$ cat config.mk
export PLATFORM = sky130hd
export DESIGN_NAME = wb_mem_slave_flat
export DESIGN_NICKNAME = d
export VERILOG_FILES = /design/src/rtl/wb_pkg.sv /design/src/rtl/wb_mem_slave_if.sv /design/src/rtl/wb_mem_ram.sv /design/src/rtl/wb_mem_slave.sv /design/src/flat_wrapper.sv
export SDC_FILE = /design/constraint.sdc
export NUM_CORES = 1
export LEC_CHECK = 0
export CAP_MARGIN = 30
export CORE_MARGIN = 2
export CORE_UTILIZATION = 52
export DETAILED_ROUTE_END_ITERATION = 10
export DONT_BUFFER_PORTS = 1
export PLACE_DENSITY_LB_ADDON = 0.3
export SLEW_MARGIN = 10
export SYNTH_ARGS = -nofsm -noshare
export SYNTH_HDL_FRONTEND = slang
export SYNTH_HIERARCHICAL = 1
export SYNTH_SLANG_ARGS = --single-unit
$ cat constraint.sdc
create_clock -name clk_i -period 11.1 [get_ports clk_i]
set_clock_uncertainty 0.05 [all_clocks]
set_input_delay 2.775 -clock clk_i [delete_from_list [all_inputs] [get_ports clk_i]]
set_output_delay 2.775 -clock clk_i [all_outputs]
set_load 0.01 [all_outputs]
$ cat src/rtl/wb_pkg.sv
// Shared definitions for the Wishbone memory slave: default bus widths,
// FSM state encoding and the index-width helper.
package wb_pkg;

  localparam int WB_DWIDTH = 32;
  localparam int WB_AWIDTH = 16;

  typedef enum logic [1:0] {
    ST_IDLE = 2'b00,
    ST_WAIT = 2'b01,
    ST_ACK  = 2'b10
  } wb_state_e;

  // Smallest n with 2**n >= value; constant-evaluable for parameter math.
  function automatic int clog2(input int value);
    int r;
    r = 0;
    for (int i = 0; i < 31; i++) begin
      if ((1 << i) < value) r = i + 1;
    end
    return r;
  endfunction

endpackage

$ cat src/rtl/wb_mem_slave_if.sv
// Wishbone classic-cycle bus bundle between a master and wb_mem_slave.
// Signal names are seen from the slave side (_i into the slave, _o out of it).
interface wb_mem_slave_if #(
  parameter int DWIDTH = 32,
  parameter int AWIDTH = 16
);

  // A transfer is requested while cyc_i & stb_i are both high; the master
  // holds adr_i/dat_i/we_i stable until ack_o or err_o pulses for one cycle,
  // and dropping cyc_i or stb_i earlier abandons the transfer.
  logic [AWIDTH-1:0] adr_i;
  logic [DWIDTH-1:0] dat_i;
  logic              we_i;
  logic              cyc_i;
  logic              stb_i;
  logic [DWIDTH-1:0] dat_o;
  logic              ack_o;
  logic              err_o;

  modport master (
    output adr_i, dat_i, we_i, cyc_i, stb_i,
    input  dat_o, ack_o, err_o
  );

  modport slave (
    input  adr_i, dat_i, we_i, cyc_i, stb_i,
    output dat_o, ack_o, err_o
  );

endinterface

$ cat src/rtl/wb_mem_ram.sv
// Single-port word array: synchronous write, synchronous read with a read
// enable so the read register holds between reads. No reset on contents.
module wb_mem_ram #(
  parameter int DWIDTH = 32,
  parameter int DEPTH  = 16,
  parameter int IW     = 4
) (
  input  logic              clk_i,
  input  logic              we_i,
  input  logic              re_i,
  input  logic [IW-1:0]     idx_i,
  input  logic [DWIDTH-1:0] wdata_i,
  output logic [DWIDTH-1:0] rdata_o
);

  logic [DWIDTH-1:0] mem_q [DEPTH];
  logic [DWIDTH-1:0] rdata_q;

  always_ff @(posedge clk_i) begin
    if (we_i) mem_q[idx_i] <= wdata_i;
    if (re_i) rdata_q <= mem_q[idx_i];
  end

  assign rdata_o = rdata_q;

endmodule

$ cat src/rtl/wb_mem_slave.sv
// Wishbone classic slave with internal word memory and WAIT_STATES-cycle stall.
// Define WB_MEM_SLAVE_ERR_EN to answer out-of-range addresses with err_o.
module wb_mem_slave
  import wb_pkg::*;
#(
  parameter int DWIDTH      = WB_DWIDTH,
  parameter int AWIDTH      = WB_AWIDTH,
  parameter int MEM_DEPTH   = 16,
  parameter int WAIT_STATES = 0
) (
  input  logic          clk_i,
  input  logic          rst_i,
  wb_mem_slave_if.slave bus,
  output wb_state_e     state_o
);

  localparam int         IW        = (MEM_DEPTH > 1) ? clog2(MEM_DEPTH) : 1;
  localparam logic [3:0] WAIT_LOAD = (WAIT_STATES > 0) ? 4'(WAIT_STATES - 1) : 4'd0;

  wb_state_e         state_q, state_d;
  logic [3:0]        cnt_q, cnt_d;
  logic              ack_q, ack_d;
  logic              err_q, err_d;
  logic              rd_zero_q, rd_zero_d;
  logic              req, oor, commit;
  logic              ram_we, ram_re;
  logic [IW-1:0]     idx;
  logic [DWIDTH-1:0] ram_rdata;

  assign req = bus.cyc_i & bus.stb_i;
  assign idx = bus.adr_i[IW-1:0];

`ifdef WB_MEM_SLAVE_ERR_EN
  assign oor = |(bus.adr_i >> IW);
`else
  assign oor = 1'b0;
`endif

  always_comb begin
    state_d = state_q;
    cnt_d   = cnt_q;
    commit  = 1'b0;
    unique case (state_q)
      ST_IDLE: begin
        if (req) begin
          if (WAIT_STATES == 0) begin
            state_d = ST_ACK;
            commit  = 1'b1;
          end else begin
            state_d = ST_WAIT;
            cnt_d   = WAIT_LOAD;
          end
        end
      end
      ST_WAIT: begin
        if (!req) begin
          state_d = ST_IDLE;
          cnt_d   = 4'd0;
        end else if (cnt_q == 4'd0) begin
          state_d = ST_ACK;
          commit  = 1'b1;
        end else begin
          cnt_d = cnt_q - 4'd1;
        end
      end
      ST_ACK:  state_d = ST_IDLE;
      default: state_d = ST_IDLE;
    endcase

    // The memory access happens on the same edge that enters ACK.
    ack_d     = commit & ~oor;
    err_d     = commit & oor;
    ram_we    = commit & bus.we_i & ~oor;
    ram_re    = commit & ~bus.we_i & ~oor;
    rd_zero_d = rd_zero_q;
    if (commit && !bus.we_i) rd_zero_d = oor;
  end

  always_ff @(posedge clk_i or posedge rst_i) begin
    if (rst_i) begin
      state_q   <= ST_IDLE;
      cnt_q     <= 4'd0;
      ack_q     <= 1'b0;
      err_q     <= 1'b0;
      rd_zero_q <= 1'b1;
    end else begin
      state_q   <= state_d;
      cnt_q     <= cnt_d;
      ack_q     <= ack_d;
      err_q     <= err_d;
      rd_zero_q <= rd_zero_d;
    end
  end

  wb_mem_ram #(
    .DWIDTH (DWIDTH),
    .DEPTH  (MEM_DEPTH),
    .IW     (IW)
  ) u_ram (
    .clk_i   (clk_i),
    .we_i    (ram_we),
    .re_i    (ram_re),
    .idx_i   (idx),
    .wdata_i (bus.dat_i),
    .rdata_o (ram_rdata)
  );

  // The RAM read register has no reset, so zero is muxed in after reset and errored reads.
  assign bus.dat_o = rd_zero_q ? '0 : ram_rdata;
  assign bus.ack_o = ack_q;
  assign bus.err_o = err_q;
  assign state_o   = state_q;

endmodule

$ cat src/flat_wrapper.sv
// flat-port wrapper written by rule: the top's interface ports become plain ports
module wb_mem_slave_flat import wb_pkg::*;
#(
  parameter int DWIDTH      = WB_DWIDTH,
  parameter int AWIDTH      = WB_AWIDTH,
  parameter int MEM_DEPTH   = 16,
  parameter int WAIT_STATES = 0
)
  (clk_i, rst_i, state_o, bus_adr_i, bus_dat_i, bus_we_i, bus_cyc_i, bus_stb_i, bus_dat_o, bus_ack_o, bus_err_o);
  wb_mem_slave_if #(.DWIDTH(DWIDTH), .AWIDTH(AWIDTH)) bus_i ();
  input  logic clk_i;
  input  logic rst_i;
  output wb_state_e state_o;
  input wire logic [$bits(bus_i.adr_i)-1:0] bus_adr_i;
  input wire logic [$bits(bus_i.dat_i)-1:0] bus_dat_i;
  input wire logic [$bits(bus_i.we_i)-1:0] bus_we_i;
  input wire logic [$bits(bus_i.cyc_i)-1:0] bus_cyc_i;
  input wire logic [$bits(bus_i.stb_i)-1:0] bus_stb_i;
  output wire logic [$bits(bus_i.dat_o)-1:0] bus_dat_o;
  output wire logic [$bits(bus_i.ack_o)-1:0] bus_ack_o;
  output wire logic [$bits(bus_i.err_o)-1:0] bus_err_o;
  assign bus_i.adr_i = bus_adr_i;
  assign bus_i.dat_i = bus_dat_i;
  assign bus_i.we_i = bus_we_i;
  assign bus_i.cyc_i = bus_cyc_i;
  assign bus_i.stb_i = bus_stb_i;
  assign bus_dat_o = bus_i.dat_o;
  assign bus_ack_o = bus_i.ack_o;
  assign bus_err_o = bus_i.err_o;
  wb_mem_slave #(.DWIDTH(DWIDTH), .AWIDTH(AWIDTH), .MEM_DEPTH(MEM_DEPTH), .WAIT_STATES(WAIT_STATES)) u_core (.clk_i(clk_i), .rst_i(rst_i), .bus(bus_i), .state_o(state_o));
endmodule
Word-level counts from Yosys, hierarchy flattened
Memories as Yosys holds them, arrays and structs flattened. A register that Yosys moved wholly into a read port is not among the register bits.
Cells that the tools add are included.

operators by class
  add/subtract/negate cells = 1
  equality and inequality tests = 4
  multiplexer cells = 13
  bitwise gates (word level) = 4
  reductions and logical operators = 6

operator list
  cell                                                                count
  32-bit 2-to-1 mux                                                   1
  4-bit 2-to-1 mux                                                    2
  2-bit 2-to-1 mux                                                    3
  1-bit 2-to-1 mux                                                    5
  4-bit zero test                                                     1
  2-bit one-hot mux with 2 select lines                               1
  2-bit AND reduction                                                 2
  4-bit by 1-bit subtractor with 4-bit output, second input constant  1
  1-bit bitwise AND                                                   3
  3-bit != test, second input constant                                1
  2-bit by 1-bit == test with 1-bit output, second input constant     1
  2-bit zero test                                                     1
  2-bit by 1-bit != test with 1-bit output, second input constant     1
  2-bit != test, second input constant                                1
  1-bit one-hot mux with 2 select lines                               1
  1-bit logical AND                                                   1
  1-bit zero test                                                     1
  1-bit NOT                                                           1

word-level totals
  register bits after elaboration = 8
  memory bits (writable) = 512
  bits of input ports = 53
  output and inout port bits = 36
  word-level logic and storage cells = 33
  memories kept = 1

memories
  name                words  bits a word  rd ports  clocked after Yosys merged registers in  wr ports  RTL line          text
  u_core.u_ram.mem_q  16     32           1         1                                        1         wb_mem_ram.sv:16  logic [DWIDTH-1:0] mem_q [DEPTH];

Depth between registers and ports, before layout
Gate-level depths: netlist (run 1).

  depth after elaboration = 7
  depth in mapped cells = 6
  mapped depth without buffers = 5

Cells and area by module
Netlist (run 1), hierarchy kept.

modules (own cells, without submodules)
  module        times used  cells an instance  area an instance (µm²)
  wb_mem_ram    1           840                20183.1
  wb_mem_slave  1           48                 349.1

Least setup slack after synthesis (run 1)
Ideal clock, no wire load.

  path kind = input port to flip-flop
  start = in bus_cyc_i
  end = mem u_core.u_ram.mem_q[0][0] (enable)
  setup time = 0.461 ns
  data arrival time = 5.836 ns
  required time = 10.589 ns
  path slack = 4.753 ns
  stages = 5
  path through = nand3b_1 inv_1 and2_1 or3b_2 nor3_1

on the way
  cells in the longest elaborated chain, start to end = 6
  elaborated cells on any way between the ends = 7
  those cells by class = mux: 5; bitwise: 2

RTL lines
  element                                     RTL line                                text
  from (decl)                                 flat_wrapper.sv:17                      input wire logic [$bits(bus_i.cyc_i)-1:0] bus_cyc_i;
  1-bit bitwise AND (*)                       wb_mem_slave.sv:30                      assign req = bus.cyc_i & bus.stb_i;
  1-bit 2-to-1 mux (on tied branches)         wb_mem_slave.sv:56, wb_mem_slave.sv:45
  1-bit one-hot mux with 2 select lines (*)   wb_mem_slave.sv:43                      unique case (state_q)
  1-bit bitwise AND (*)                       wb_mem_slave.sv:73                      ram_we = commit & bus.we_i & ~oor;
  named net u_core.ram_we                     wb_mem_slave.sv:26                      logic ram_we, ram_re;
  1-bit 2-to-1 mux (*)                        wb_mem_ram.sv:20                        if (we_i) mem_q[idx_i] <= wdata_i;
  1-bit 2-to-1 mux (not written as such) (*)  wb_mem_ram.sv:20
  to (decl)                                   wb_mem_ram.sv:16

Mark *: on every way through the listed nets, which the timed path passes. The rest lies on a longest branch.

Worst setup path in the final report (run 1)
  start = in bus_cyc_i
  end = mem u_core.u_ram.mem_q[0][9] (enable)

The elaborated chain is that of the path after synthesis.

==> results of run 1 <==
## per-layer routing
metal	wire length (um)	vias up	part of all wire	track usage
met1	17070	4938	0.42	0.2874
met5	0	-	0	0
met2	20420	280	0.50	0.3341
li1	-	3815	-	-
met4	915	0	0.022	0.06283
met3	2632	66	0.064	0.03804
## power by group through the flow
stage | registers, mW | clock network, mW | logic [mW]
final | 2.29 | 1.66 | 0.105
after global routing | 2.29 | 1.77 | 0.111
after global placement | 2.33 | 0 | 0.101
after floorplan | 2.33 | 0 | 0.100
after detailed placement | 2.33 | 0 | 0.106
after CTS | 2.29 | 1.69 | 0.106
## final cells by class
type,instances,area share
inverters,3,0.0004919
clock buffers,68,0.06225
clock inverters,29,0.007051
flip-flops and latches,547,0.7169
repair buffers,24,0.01066
well taps,518,0.02831
multi-input cells,289,0.1743
## worst register-to-register path, delay by kind of cell, from the launching register on
family / cells / cell delay, ns
simple gates: 4 / 1.78
buf+inv: 2 / 0.69
flops: 1 / 0.41
## cell usage after synthesis (3+ instances only)
cell type / instances / area (um^2)
a22oi_1: 64 / 480.5
buf_2: 13 / 65.06
buf_4: 4 / 30.03
buf_6: 6 / 67.56
clkbuf_1: 27 / 101.4
edfxtp_1: 544 / 16340
inv_1: 3 / 11.26
mux4_2: 128 / 2883
nand2_1: 33 / 123.9
nand3b_1: 3 / 22.52
nor2_1: 14 / 52.55
nor2b_1: 34 / 212.7
nor3_1: 4 / 20.02
## registers in the layout (all words and copies together) (netlist names)
register              cells
u_core/u_ram/mem_q      512
u_core/u_ram/rdata_o     32
u_core/state_o            1
u_core/rd_zero_q          1
u_core/bus.ack_o          1
## final timing paths
kind	from	endpoint	slack, ns
worst max-delay path	bus_cyc_i	u_core/u_ram/mem_q[0][9]	6.09
worst min-delay path	u_core/u_ram/mem_q[15][0]	u_core/u_ram/rdata_o[0]	0.69
worst max register to register	u_core/state_o[1]	u_core/u_ram/mem_q[0][9]	7.77
worst min register to register	u_core/u_ram/mem_q[15][0]	u_core/u_ram/rdata_o[0]	0.69
max in group asynchronous	rst_i	u_core/rd_zero_q	8.90
min in group asynchronous	rst_i	u_core/bus.ack_o	1.89
## per-stage QoR
| step | utilization | hold slack (ns) | instances | cell area [um^2] |
|---|---|---|---|---|
| after global routing | 0.5896 | 0.7218 | 1478 | 22890 |
| after global placement | 0.5461 | 0.6564 | 1376 | 21200 |
| final | 0.5896 | 0.6875 | 1478 | 22890 |
| after CTS | 0.5894 | 0.6871 | 1477 | 22880 |
| after floorplan | - | 0.5678 | 889 | 20540 |
| after detailed placement | 0.5485 | 0.6778 | 1380 | 21300 |
## kinds of logic (layout without fill, tap and decap cells)
group,count (synthesis),after routing
flip-flops,547,547
AO/OA/AOI/OAI,65,65
multiplexers,128,128
buffers and inverters,53,124
other,1,2
AND/OR/NAND/NOR,94,94
## layout by cell type (no fill, tap or decap), drive strengths merged, types with 2 or more instances in the layout
cell,synthesis,layout
edfxtp,544,544
mux4,128,128
clkbuf,27,68
a22oi,64,64
nor2b,34,34
nand2,33,33
clkinv,0,25
buf,23,24
nor2,14,14
inv,3,5
nor3,4,4
nand3b,3,3
conb,1,2
dfrtp,2,2
nand2b,2,2
and2,2,2
==> results.toml, run 1 <==
[clocking]
insertion_delay_ns = 0.58
cts_tree = "built"
cts_setup_buffers = 0
path_clk_slew_ns = 0.06
cts_root_buf = "clkbuf_16"
cts_buffer_depth = 3
cts_htree_levels = 2
clock-sinks = 547
postCtsResizedCells = 0
cts_buffers = 53
hold_buffers = 0

[die]
rows = 72
dieArea_um2 = 41090
ios = 89
die_w_um = 202.7
die_h_um = 202.7
initial_core_util = 0.5288
core_area_um2 = 38830

[timing]
rsz0062_at_grt = "no"
slew_headroom = 0.3679
final_max_slew_viol_count = 0
hold_viol = 0
setup_slack_ns = 6.092
post-route-min-period_ns = 5.008
fmax_ghz = 0.1997
max_slew.worst_pin.slew_ns = 0.9481
final-setup-viol-count = 0
period_share = 0.4511
fin_setup_tns_ns = 0

[finish]
fill_cells = 2665
layout-drive-gt1-share = 0.2542
regArea_um2 = 16410
synthToLayoutAreaGrowth_pct = 11.49
nets = 971
diodes = 0
multi_input_area_um2 = 3990

[power]
p_seq_frac = 0.565
total_power_mw = 4.050
combPwrFrac = 0.026
power.switching_uw = 781.0
clockPowerShare = 0.409
p_leak_nw = 7.115
peakVddDrop_mv = 0.1345
swShare = 0.1928
p_int_mw = 3.269
powerDensity_nw_per_um2 = 176.9

[worst_setup_path]
crit_buf_inv = 2
slowest_stage = "or3b_2"
cp-start-kind = "input port"
cp_slowest_stage_delay_ns = 0.61
r2r_cells = 6
path_max_fanout = 26
crit_path_cell_trace = "nand3b_1 -> inv_1 -> and2_1 -> or3b_2 -> nor3_2 -> buf_4"
arrival_ns = 5.17
crit_type = "in -> reg"
end_kind = "flip-flop"
worstPathRequired_ns = 11.26
path_depth = 6
critical_path.top_delay_family = "simple AND/OR/NAND/NOR gates"

[synthesis]
synth_xor_area_frac = 0
synth_seq_area_share = 0.7993
synthArstFlopShare = 0.005484
synth.distinct_cells = 21
synth_area_um2 = 20530
synth_compound_area_frac = 0.02377
syn_inst = 888
synth_mux_area_frac = 0.1404
synth_top_family_by_area = "multiplexers"
yosys_warnings = 6
synth_edf_count = 544
synth_ff_type = "edfxtp_1"
avgSynthCellArea_um2 = 23.12
synthAdderAreaFrac = 0
ys_seq_elements = 547
synthSimpleGateAreaFrac = 0.02291

[status]
status = "finished, final reports clean"

[global_routing]
overflow = 0
grt_pass1_vias = 9540
antenna_found_initial = 1
grt_pass1_wl_mm = 61.40
grt_usage = 0.2053
grt_max_degree = 136

[detailed_routing]
postRouteAntennaNets = 0
drt_iter0_drc = 773
drc = 0
wire_per_inst_um = 27.76
firstDrtPassIters = 7
num_vias = 9099
finalWirelength_mm = 41.04
avgViaCountPerCell = 6.156

[place]
placement.io_buffers = 0
place.gp.congestion = 0.7021
detailed_place_hpwl_mm = 21.58
place_ws_ns = 5.481

[worst_hold_path]
hp-class = "reg -> reg"
min_delay_path_depth = 3

[run]
maxCapViolCount = 0
Power figures use the tool's default switching activity.
==> inputs of run 2 (changes only) <==
Clock period 11.1 ns to 5.15 ns, I/O delays scaled along.
==> run 2 against run 1 <==
Against the previous run:
- total power up 110%
- cell area fell by 0.11%
- routed wire length shrank 1.1%
- die area unchanged
- core utilization decreased by 0.068 points
- combinational power up 110%
- largest cell class unchanged
- sequential power rose by 120%
- global-route usage down 0.28 points
- sequential share of layout area is 0.082 points higher
- critical path depth shrank 5
- setup slack got worse by 4.2 ns
- via count shrank 0.47%
==> results.toml, run 2 (same netlist as run 1, synthesis figures left out) <==
[status]
status = "finished, final reports clean"

[run]
maxCapViolCount = 0

[worst_setup_path]
cp-start-kind = "flip-flop"
crit_type = "reg -> out"
arrival_ns = 1.91
worstPathRequired_ns = 3.81
slowest_stage = "dfstp_2"
path_max_fanout = 33
crit_buf_inv = 0
cp_slowest_stage_delay_ns = 1.08
crit_path_cell_trace = "nor2b_1"
critical_path.top_delay_family = "flip-flops"
end_kind = "primary output"

[clocking]
path_clk_slew_ns = 0.06
postCtsResizedCells = 0
clock-sinks = 547
insertion_delay_ns = 0.59
cts_setup_buffers = 0
cts_htree_levels = 2
cts_tree = "built"
cts_buffers = 52
cts_root_buf = "clkbuf_16"
hold_buffers = 0
cts_buffer_depth = 3

[finish]
multi_input_area_um2 = 3990
regArea_um2 = 16410
diodes = 0
fill_cells = 2718
nets = 974
layout-drive-gt1-share = 0.2503
regMostFlops = "u_core/u_ram/mem_q"
layout_commonest_cell = "edfxtp_1"
largest_reg_flops = 512
layout_common_cells = "edfxtp_1, mux4_2, a22oi_1, clkbuf_16, nand2_1"
synthToLayoutAreaGrowth_pct = 11.37
stdcell_count = 1477

[timing]
hold_viol = 0
period_share = 0.6312
final-setup-viol-count = 0
post-route-min-period_ns = 3.251
fmax_ghz = 0.3076
final_max_slew_viol_count = 0
rsz0062_at_grt = "no"
timing.hold.ws_ns = 0.3886
max_slew.worst_pin.slew_ns = 0.9616
fin_setup_tns_ns = 0
slew_headroom = 0.3589

[place]
detailed_place_hpwl_mm = 21.93
place.gp.congestion = 0.7055
placement.io_buffers = 0
dpl.cell_count = 1385

[detailed_routing]
finalWirelength_mm = 40.58
firstDrtPassIters = 5
wire_per_inst_um = 27.47
drt_iter0_drc = 802
avgViaCountPerCell = 6.131
drc = 0
postRouteAntennaNets = 0
num_vias = 9056

[global_routing]
grt_use_met2 = 0.3257
grtUsageMet1 = 0.2889
grt_max_degree = 136
grt_usage = 0.2025
grt-busiest-layer = "met2"
grt_pass1_wl_mm = 60.41
overflow = 0
grt_pass1_vias = 9277
antenna_found_initial = 0
grt.met3_usage = 0.03323

[die]
die_w_um = 202.7
initial_core_util = 0.5288
core_area_um2 = 38830
die_h_um = 202.7
dieArea_um2 = 41090
ios = 89
rows = 72

[worst_hold_path]
hp-class = "in -> async"

[power]
powerDensity_nw_per_um2 = 380.4
p_leak_nw = 7.093
total_power_mw = 8.698
peakVddDrop_mv = 0.3553
## run 2: cell count changes in the layout (fill, tap and decap cells not counted), sizes merged
cell | before | now
buf | 24 | 28
clkinvlp | 1 | 2
clkinv | 25 | 21
clkbuf | 68 | 65
bufinv | 1 | 2
## run 2: worst paths after layout
kind,from,to,slack (ns),cells after the start
worst max-delay path,u_core/rd_zero_q,bus_dat_o[22],1.90,1
min in group clk_i,u_core/state_o[1],u_core/bus.ack_o,0.69,2
worst min-delay path,rst_i,u_core/state_o[1],0.39,1
worst min register to register,u_core/state_o[1],u_core/bus.ack_o,0.69,2
max in group asynchronous,rst_i,u_core/rd_zero_q,4.45,1
worst max register to register,u_core/state_o[1],u_core/u_ram/mem_q[6][14],2.12,6
## run 2: through the flow
stage,worst slack [ns],utilization,cell area (um^2)
5_1_grt,1.756,0.5889,22870
3_5_place_dp,1.366,0.5490,21320
6_report,1.899,0.5889,22870
3_3_place_gp,1.420,0.5473,21250
4_1_cts,1.780,0.5889,22870
2_1_floorplan,0.2905,-,20540
## run 2: cell type report
class                           count  share of cell area
Inverter                            3           0.0004925
Sequential cell                   547              0.7178
Clock buffer                       65             0.05997
Multi-Input combinational cell    289              0.1745
Clock inverter                     27            0.007770
Tap cell                          518             0.02834
Timing Repair Buffer               28             0.01116
## run 2: report_power, final
group | internal [mW] | leakage (nW) | switching (mW)
registers | 4.93 | 4.93 | 0.00534
logic | 0.122 | 1.42 | 0.102
clock network | 1.97 | 0.743 | 1.57
total | 7.02 | 7.09 | 1.68
## run 2: routing by layer
metal / part of all wire / wire length (um)
met4: 0.022 / 907
met5: 0 / 0
met2: 0.49 / 19980
met3: 0.065 / 2645
met1: 0.42 / 17050
==> inputs of run 3 (changes only) <==
Clock period 5.15 ns to 3 ns, I/O delays scaled along.
==> run 3 against run 2 <==
Against the previous run:
- non-clock buffer count up 12
- core utilization up 0.33 points
- setup slack worse by 1.6 ns
- die area unchanged
- sequential cell count unchanged
- critical path depth up 1
- count of clock-buffer cells in the layout up 8
- total power up 70%
- highest routed layer unchanged
==> results.toml, run 3 (same netlist as run 1, synthesis figures left out) <==
[finish]
synthToLayoutAreaGrowth_pct = 11.99
diodes = 0
multi_input_area_um2 = 4015
fin_area_um2 = 22990
layout-drive-gt1-share = 0.2598
regArea_um2 = 16410
fill_cells = 2664
layout_common_cells = "edfxtp_1, mux4_2, a22oi_1, clkbuf_16, nand2_1"
layout_commonest_cell = "edfxtp_1"
nets = 986
largest_reg_flops = 512
regMostFlops = "u_core/u_ram/mem_q"

[detailed_routing]
drt_iter0_drc = 862
top_layer_used = "met4"
postRouteAntennaNets = 0
wl_met2_mm = 19.64
finalWirelength_mm = 40.55
wl_met3_mm = 3.111
firstDrtPassIters = 5
avgViaCountPerCell = 6.128
drc = 0
wl_met1_mm = 17.03
wire_per_inst_um = 27.25
num_vias = 9118

[timing]
fmax_ghz = 0.3764
final_max_slew_viol_count = 0
max_slew.worst_pin.slew_ns = 0.9382
period_share = 0.8856
post-route-min-period_ns = 2.657
setup_slack_ns = 0.3433
fin_setup_tns_ns = 0
rsz0062_at_grt = "no"
slew_headroom = 0.3745
final-setup-viol-count = 0
hold_viol = 0

[die]
dieArea_um2 = 41090
die_w_um = 202.7
ios = 89
die_h_um = 202.7
initial_core_util = 0.5288
rows = 72
core_area_um2 = 38830

[clocking]
path_clk_slew_ns = 0.06
cts_htree_levels = 2
clock-sinks = 547
cts_buffer_depth = 3
cts_tree = "built"
cts_root_buf = "clkbuf_16"
cts_buffers = 52
postCtsResizedCells = 0
insertion_delay_ns = 0.58

[place]
place_ws_ns = 0.3023
place.gp.congestion = 0.7333
placed_area_um2 = 21470
placement.io_buffers = 0
detailed_place_hpwl_mm = 22.43

[global_routing]
grt_usage = 0.2041
grt_pass1_vias = 9421
grt_max_degree = 136
overflow = 0
grt_pass1_wl_mm = 60.91
antenna_found_initial = 1

[worst_setup_path]
slowest_stage = "dfstp_2"
r2r_cells = 6
path_max_fanout = 14
crit-reg2reg-launch = "u_core/state_o[1]"
reg2reg_to = "u_core/u_ram/mem_q[3][8]"
critical_path.top_delay_family = "flip-flops"
worstPathRequired_ns = 2.20
cp_slowest_stage_delay_ns = 0.86
crit_path_cell_trace = "buf_4 -> nor2b_1"
startpoint = "u_core/rd_zero_q"
path_depth = 2
end_kind = "primary output"
r2r_slack_ns = 0.50
crit_type = "reg -> out"
crit_buf_inv = 1
arrival_ns = 1.86
cp-start-kind = "flip-flop"
critPathCapture = "bus_dat_o[31]"

[run]
maxCapViolCount = 0

[status]
status = "finished, final reports clean"

[power]
total_power_mw = 14.79
powerDensity_nw_per_um2 = 643.4
peakVddDrop_mv = 0.4555
p_leak_nw = 7.159

[worst_hold_path]
hp-class = "in -> reg"
holdCritStartpoint = "bus_dat_i[22]"
[run 3: cell types whose count changed in the layout (fill, tap and decap cells not counted), sizes merged]
cell         previous run  this run
buf                    28        39
clkbuf                 65        73
clkinv                 21        13
bufinv                  2         1
dlygate4sd3             0         1
[run 3: timing repair]
action                                 in CTS  in global routing
hold buffers                                1                  0
endpoints found under the hold margin       2                  0
setup buffers                               0                  0
[run 3: report_power, final]
part / total [mW] / leakage [nW] / switching, mW / internal [mW]
clock network: 5.94 / 0.730 / 2.61 / 3.32
registers: 8.47 / 4.93 / 0.00918 / 8.46
logic: 0.391 / 1.49 / 0.179 / 0.212
[run 3: through the flow]
step	hold WS [ns]	std cells	utilization
final	0.2030	1488	0.5922
after CTS	0.1782	1488	0.5922
after floorplan	0.4529	889	-
after global routing	0.1728	1488	0.5922
after global placement	0.4792	1396	0.5529
after detailed placement	0.4835	1396	0.5529
[run 3: per-layer routing]
metal,vias up,GRT usage
met5,-,0
met4,0,0.04771
met3,66,0.05185
met2,310,0.3224
met1,4907,0.2917
li1,3835,-
[run 3: layout make-up]
class | count | area share
Timing Repair Buffer | 40 | 0.01698
Tap cell | 518 | 0.02819
Inverter | 3 | 0.0004897
Clock buffer | 73 | 0.06094
Clock inverter | 18 | 0.005060
Sequential cell | 547 | 0.7137
Multi-Input combinational cell | 289 | 0.1746
[run 3: worst min-delay path by stage]
stage	cells past startpoint	endpoint	slack [ns]
CTS	0	u_core/u_ram/mem_q[4][16]	0.18
floorplan	1	u_core/bus.ack_o	0.45
detailed placement	1	u_core/bus.ack_o	0.48
global route	0	u_core/u_ram/mem_q[4][16]	0.17
finish	0	u_core/u_ram/mem_q[5][22]	0.20
global placement	1	u_core/bus.ack_o	0.48
